===== src/rtl/button_entry.sv =====
// Two-button value editor: [0] toggles the cursor bit, [1] advances the cursor, a chord commits.
// The cursor bit blinks on o_display so the operator can see which bit is selected.
module button_entry #(
    parameter int unsigned      WIDTH        = 8,
    parameter int unsigned      BLINK_HALF   = 1024 * 1024 * 25,
    parameter int unsigned      ABORT_CYCLES = 1024 * 1024 * 100,
    parameter logic [WIDTH-1:0] RESET_VALUE  = '0
) (
    input  logic                     clk,
    input  logic                     i_reset,
    input  logic [1:0]               i_buttons,
    output logic [WIDTH-1:0]         o_working,
    output logic [WIDTH-1:0]         o_value,
    output logic                     o_valid,
    output logic [$clog2(WIDTH)-1:0] o_cursor,
    output logic [WIDTH-1:0]         o_display
);

    localparam int unsigned CW = $clog2(WIDTH);
    localparam int unsigned BW = $clog2(BLINK_HALF);
    localparam int unsigned HW = $clog2(ABORT_CYCLES + 1);

    typedef enum logic [1:0] {StIdle, StPress, StWaitRelease} state_e;

    state_e           state_q, state_d;
    logic [1:0]       mask_q, mask_d;
    logic [HW-1:0]    hold_q, hold_d;
    logic [WIDTH-1:0] working_q, working_d;
    logic [WIDTH-1:0] value_q, value_d;
    logic             valid_q, valid_d;
    logic [CW-1:0]    cursor_q, cursor_d;
    logic [BW-1:0]    blink_q, blink_d;
    logic             phase_q, phase_d;

    always_comb begin
        state_d   = state_q;
        mask_d    = mask_q;
        hold_d    = hold_q;
        working_d = working_q;
        value_d   = value_q;
        valid_d   = 1'b0;
        cursor_d  = cursor_q;

        case (state_q)
            StWaitRelease: begin
                if (i_buttons == 2'b00) begin
                    state_d = StIdle;
                end
            end
            StIdle: begin
                if (i_buttons != 2'b00) begin
                    state_d = StPress;
                    mask_d  = i_buttons;
                    hold_d  = HW'(1);
                end
            end
            StPress: begin
                if (i_buttons == 2'b00) begin
                    // Release: act on everything seen during the episode.
                    state_d = StIdle;
                    mask_d  = 2'b00;
                    hold_d  = '0;
                    case (mask_q)
                        2'b01: working_d = working_q ^ (WIDTH'(1) << cursor_q);
                        2'b10: cursor_d = (cursor_q == CW'(WIDTH - 1)) ? '0 : cursor_q + CW'(1);
                        2'b11: begin
                            value_d  = working_q;
                            cursor_d = '0;
                            valid_d  = 1'b1;
                        end
                        default: ;
                    endcase
                end else if (hold_q == HW'(ABORT_CYCLES - 1)) begin
                    state_d = StWaitRelease;
                    mask_d  = 2'b00;
                    hold_d  = '0;
                end else begin
                    mask_d = mask_q | i_buttons;
                    hold_d = hold_q + HW'(1);
                end
            end
            default: state_d = StWaitRelease;
        endcase
    end

    // A newly selected bit always starts in the unblinked phase.
    always_comb begin
        blink_d = blink_q;
        phase_d = phase_q;
        if (cursor_d != cursor_q) begin
            blink_d = '0;
            phase_d = 1'b0;
        end else if (blink_q == BW'(BLINK_HALF - 1)) begin
            blink_d = '0;
            phase_d = ~phase_q;
        end else begin
            blink_d = blink_q + BW'(1);
        end
    end

    always_ff @(posedge clk) begin
        if (!i_reset) begin
            state_q   <= StWaitRelease;
            mask_q    <= 2'b00;
            hold_q    <= '0;
            working_q <= RESET_VALUE;
            value_q   <= RESET_VALUE;
            valid_q   <= 1'b0;
            cursor_q  <= '0;
            blink_q   <= '0;
            phase_q   <= 1'b0;
        end else begin
            state_q   <= state_d;
            mask_q    <= mask_d;
            hold_q    <= hold_d;
            working_q <= working_d;
            value_q   <= value_d;
            valid_q   <= valid_d;
            cursor_q  <= cursor_d;
            blink_q   <= blink_d;
            phase_q   <= phase_d;
        end
    end

    assign o_working = working_q;
    assign o_value   = value_q;
    assign o_valid   = valid_q;
    assign o_cursor  = cursor_q;
    assign o_display = working_q ^ (WIDTH'(phase_q) << cursor_q);

endmodule


===== config.mk =====
export PLATFORM = sky130hd
export DESIGN_NAME = button_entry
export DESIGN_NICKNAME = d
export VERILOG_FILES = /design/src/rtl/button_entry.sv
export SDC_FILE = /design/constraint.sdc
export NUM_CORES = 1
export LEC_CHECK = 0
export BUFFER_PORTS_ARGS = -buffer_cell sky130_fd_sc_hd__clkbuf_2
export CAP_MARGIN = 0
export CORE_AREA = 2 2 81 83
export CTS_CLUSTER_DIAMETER = 150
export DETAILED_ROUTE_END_ITERATION = 7
export DIE_AREA = 0 0 83 85
export PLACE_DENSITY = 0.77
export SYNTH_ARGS = -nofsm -noshare
export SYNTH_HDL_FRONTEND = slang
export SYNTH_SLANG_ARGS = --single-unit

===== constraint.sdc =====
create_clock -name clk -period 3.2 [get_ports clk]
set_input_delay 0.64 -clock clk [delete_from_list [all_inputs] [get_ports clk]]
set_output_delay 0.64 -clock clk [all_outputs]
set_load 0.1 [all_outputs]

; ---- After elaboration in Yosys (flattened, before gate mapping)
; Index checks and enable logic that the tools add are counted.
; Widths: inputs -> output; s select.
[op_classes]
eq_ne = 12
bitwise_logic = 5
shifts = 2
n_addsub = 3
mux = 18
n_reduce_logical = 11
[ops]
columns = operator, n
row1 = $mux 27, 3
row2 = $pmux 27 s2, 1
row3 = $add 27x1->27 const B, 1
row4 = $eq 27x27->1 const B, 1
row5 = $add 25x1->25 const B, 1
row6 = $eq 25x25->1 const B, 1
row7 = $xor 8x8->8, 2
row8 = $mux 2, 7
row9 = $reduce_and 3->1, 4
row10 = $mux 3, 3
row11 = $shl 1x3->8, 1
row12 = $shl 1x3->8 const A, 1
row13 = $eq 2x2->1 const B, 3
row14 = $pmux 2 s3, 1
row15 = $pmux 3 s2, 1
row16 = $eq 2x1->1 const B, 2
row17 = $logic_not 2->1, 2
row18 = $ne 2x2->1 const B, 2
row19 = $pmux 2 s2, 1
row20 = $reduce_bool 2->1, 2
row21 = $add 3x1->3 const B, 1
row22 = $eq 3x3->1 const B, 1
row23 = $ne 3x3->1, 1
row24 = $ne 3x3->1 const B, 1
row25 = other kinds (6), 7
[word_totals]
input_bits = 4
word_cells = 60
register_bits = 77
out_inout_bits = 28

; ---- Logic depth before layout (Yosys ltp)
[depth]
word_depth = 7
depth_mapped = 9
depth_no_buf = 7

; ---- Worst setup path after synthesis
; Ideal clock, no wire load.
[synth_timing]
path_kind = reg2out
start = reg cursor_q[1] (netlist: o_cursor[1])
end = out o_display[6]
slack_ps = -847
stages_incl_launch_ff = 5
arrival_time_ps = 3407
cell_sequence = dfxtp_1 -> clkbuf_1 -> inv_1 -> or3_1 -> xnor2_1
[synth_between]
elab_chain_len = 2
[synth_lines]
columns = item, line_no
row1 = from (decl), 31  ; logic [CW-1:0] cursor_q, cursor_d;
row2 = from (signal assigned), 119  ; cursor_q <= cursor_d;
row3 = $shl 1x3->8, 129  ; assign o_display = working_q ^ (WIDTH'(phase_q) << cursor_q);
row4 = $xor 8x8->8, 129
row5 = to (decl), 16  ; output logic [WIDTH-1:0] o_display
; Every way passes these cells.

; ---- Worst setup path in the final report
[layout_timing]
start = reg cursor_q[1] (netlist: o_cursor[1])
end = out o_display[2]
; The elaborated chain is that of the path after synthesis.

==> reports/metrics.csv <==
metric,value,unit
status,completed,
filler cell count,517,
pre-CTS WS,0.729,ns
CTS tree,yes,
most frequent cell after synthesis,dfxtp_1,
combinational fraction of design power,2.8,%
number of global-route vias before repair,2832,
drt first pass iters,4,
crit end category,primary output,
drc violations,0,
Fmax,0.348,GHz
final cycle utilization of the critical path,89.7,%
initial core utilization,57.7,%
worst reg-to-reg path cell count,8,
unrepaired setup endpoints after global routing,no,
total track usage,20.9,%
clock-pin slew of the registers on the worst-case setup and hold paths,0.09,ns
setup TNS,0,ns
sequential-to-total area share from yosys stat,43.0,%
worst setup path class,flop to primary output,
ANT cells,0,
remaining global-route overflow,0,
Synth cell types,39,
number of routed nets with antenna violations,0,
vias per cell,5.49,
ranking of synthesized cells by area,"dfxtp_1 (43%), xor2_1 (9.0%), nor2_1 (7.0%), xnor2_1 (6.1%), nand3_1 (4.6%)",
synth warn,0,
"EDFF count, synth",0,
number of setup buffers added after CTS,0,
part of the power in the clock network,42.6,%
Mean Syn Cell Area,8.35,sq um
Die Ht,85,um
WP data required,2.56,ns
minimum clock period,2.87,ns
Gate Count Post-Synth,429,
final wirelength,6930,um
skew final,0.0126,ns
CP arrival,2.23,ns
Rows,29,
synth cell count leaders,"dfxtp_1 (77), nor2_1 (67), nand2_1 (40), xor2_1 (37), nand3_1 (33)",
actual slew at the worst max-slew pin,0.768,ns
Yosys reg bits,77,
Final Hold Fails,0,
full die area,0.00706,sq mm
Final nets,466,
"Hold-fix buffers, CTS",0,
WL per Instance,12.9,um
max cap viols,0,
via count,2940,
# clock sinks,77,
first-pass GRT wire length,12300,um
post-synth net total,441,
Iter 0 DRT Violations,125,
Yosys top cell by area,dfxtp_1,
largest net degree at the start of global routing,24,
I/O pin cnt,32,
die width,83,um
Cells on Worst Hold Path,2,
leak pwr,1.50,nW
DP HPWL,4880,um
total CTS buffers,9,
H-Tree Depth,3,
initial antenna violation count,0,
clock root buffer,clkbuf_8,
Pins Over Slew Limit,0,
Power Internal,1.38,mW
Slew HR,48.3,%
PD cells,437,mW/mm^2
clock tree buffer depth,2,
worst min path class,flop to flop,
register area,0.00154,sq mm
Worst-Skew Late Latency,0.35,ns
Max VDD drop,0.277,mV
"Top FF cell, synth",dfxtp_1,
crit-path max FO,13,
sw power,402,uW
final count of negative-setup-slack endpoints,0,
multi-input logic area,0.00200,sq mm
RePlAce Congestion,0.890,
post-cts resize count,0,
register share of total power,54.6,%
Sw Share,22.5,%
input/output buffers,31,
setup ws final,0.330,ns
Startpoint Class,flop,
Yosys top cell area share,43.0,%
core footprint,0.00620,sq mm
layout cells sized above 1,13.9,%
Post-Syn Area,0.00358,sq mm
Async SR Flop Fraction,0,%
Area growth syn-to-layout,14.0,%
[final cells by class]
cell class | instances | area share (%)
tap | 77 | 2.36
multi-input combinational | 318 | 48.9
sequential | 77 | 37.7
clock inverter | 5 | 1.44
inverter | 12 | 1.10
timing repair buffer | 36 | 4.72
clock buffer | 11 | 3.71
[power by group through the flow]
stage	logic (mW)	registers, mW	clock network (mW)
final	0.0493	0.975	0.762
after detailed placement	0.0493	0.997	0
after global placement	0.0482	0.997	0
after global routing	0.0558	0.976	0.811
after floorplan	0.0440	0.991	0
after CTS	0.0494	0.974	0.774
[routing by layer]
metal	wire, um	up-vias	track usage [%]
met1	3180	1369	25.5
met3	244	12	4.18
met5	0	-	0
met2	3360	55	35.9
met4	135	0	9.69
li1	-	1504	-
[metrics by stage]
| step | total power, mW | util, % | instances | hold WS, ns | instance area, sq um |
|---|---|---|---|---|---|
| floorplan | 1.04 | - | 429 | 0.426 | 3690 |
| global placement | 1.05 | 62.4 | 520 | 0.440 | 3870 |
| detailed placement | 1.05 | 62.4 | 520 | 0.447 | 3870 |
| CTS | 1.80 | 65.8 | 536 | 0.458 | 4080 |
| global route | 1.84 | 65.8 | 536 | 0.472 | 4080 |
| finish | 1.79 | 65.8 | 536 | 0.455 | 4080 |
[worst paths after layout]
path,start,end,slack (ns)
setup / recovery,o_cursor[1]$_SDFF_PN0_,o_display[2],0.33
hold / removal,o_value[2]$_SDFFE_PN0P_,o_value[2]$_SDFFE_PN0P_,0.45
setup reg to reg,o_cursor[1]$_SDFF_PN0_,blink_q[2]$_SDFF_PP0_,0.77
hold reg to reg,o_value[2]$_SDFFE_PN0P_,o_value[2]$_SDFFE_PN0P_,0.45
[sequential cells by signal (all words and copies together) (netlist names), 2 cells and up]
signal and count:
mask_q 2, blink_q 25, o_cursor 3, hold_q 27, o_working 8, o_value 8, state_q 2
[cells in the final DEF, fill, tap and decap left out, types with 6 or more instances in the layout]
cell type  instances
ha_1               8
nand4_1           15
nor3_1            17
nand2_1           40
xnor2_1           21
nor4_1             6
clkbuf_2          31
dfxtp_1           77
clkbuf_8          11
nor2_1            67
xor2_1            33
and3_1             8
or3_1              8
inv_1             12
a21oi_1           18
nand3_1           33
[logic make-up (layout without fill, tap and decap cells)]
logic type	count (synthesis)	in the layout	synth area share, %
buffers and inverters	34	64	4.12
flip-flops	77	77	43.0
AO/OA/AOI/OAI	32	32	5.31
AND/OR/NAND/NOR	216	216	29.6
adder cells (fa/ha/maj)	8	8	2.79
XOR/XNOR	62	62	15.2
[critical path, stage by stage (launching register included)]
cell and delay [ns]:
dfxtp_1 0.60, inv_1 0.16, nor3_1 0.50, xor2_4 0.16, clkbuf_2 0.46
No activity file was read; power rests on OpenSTA's default activity.
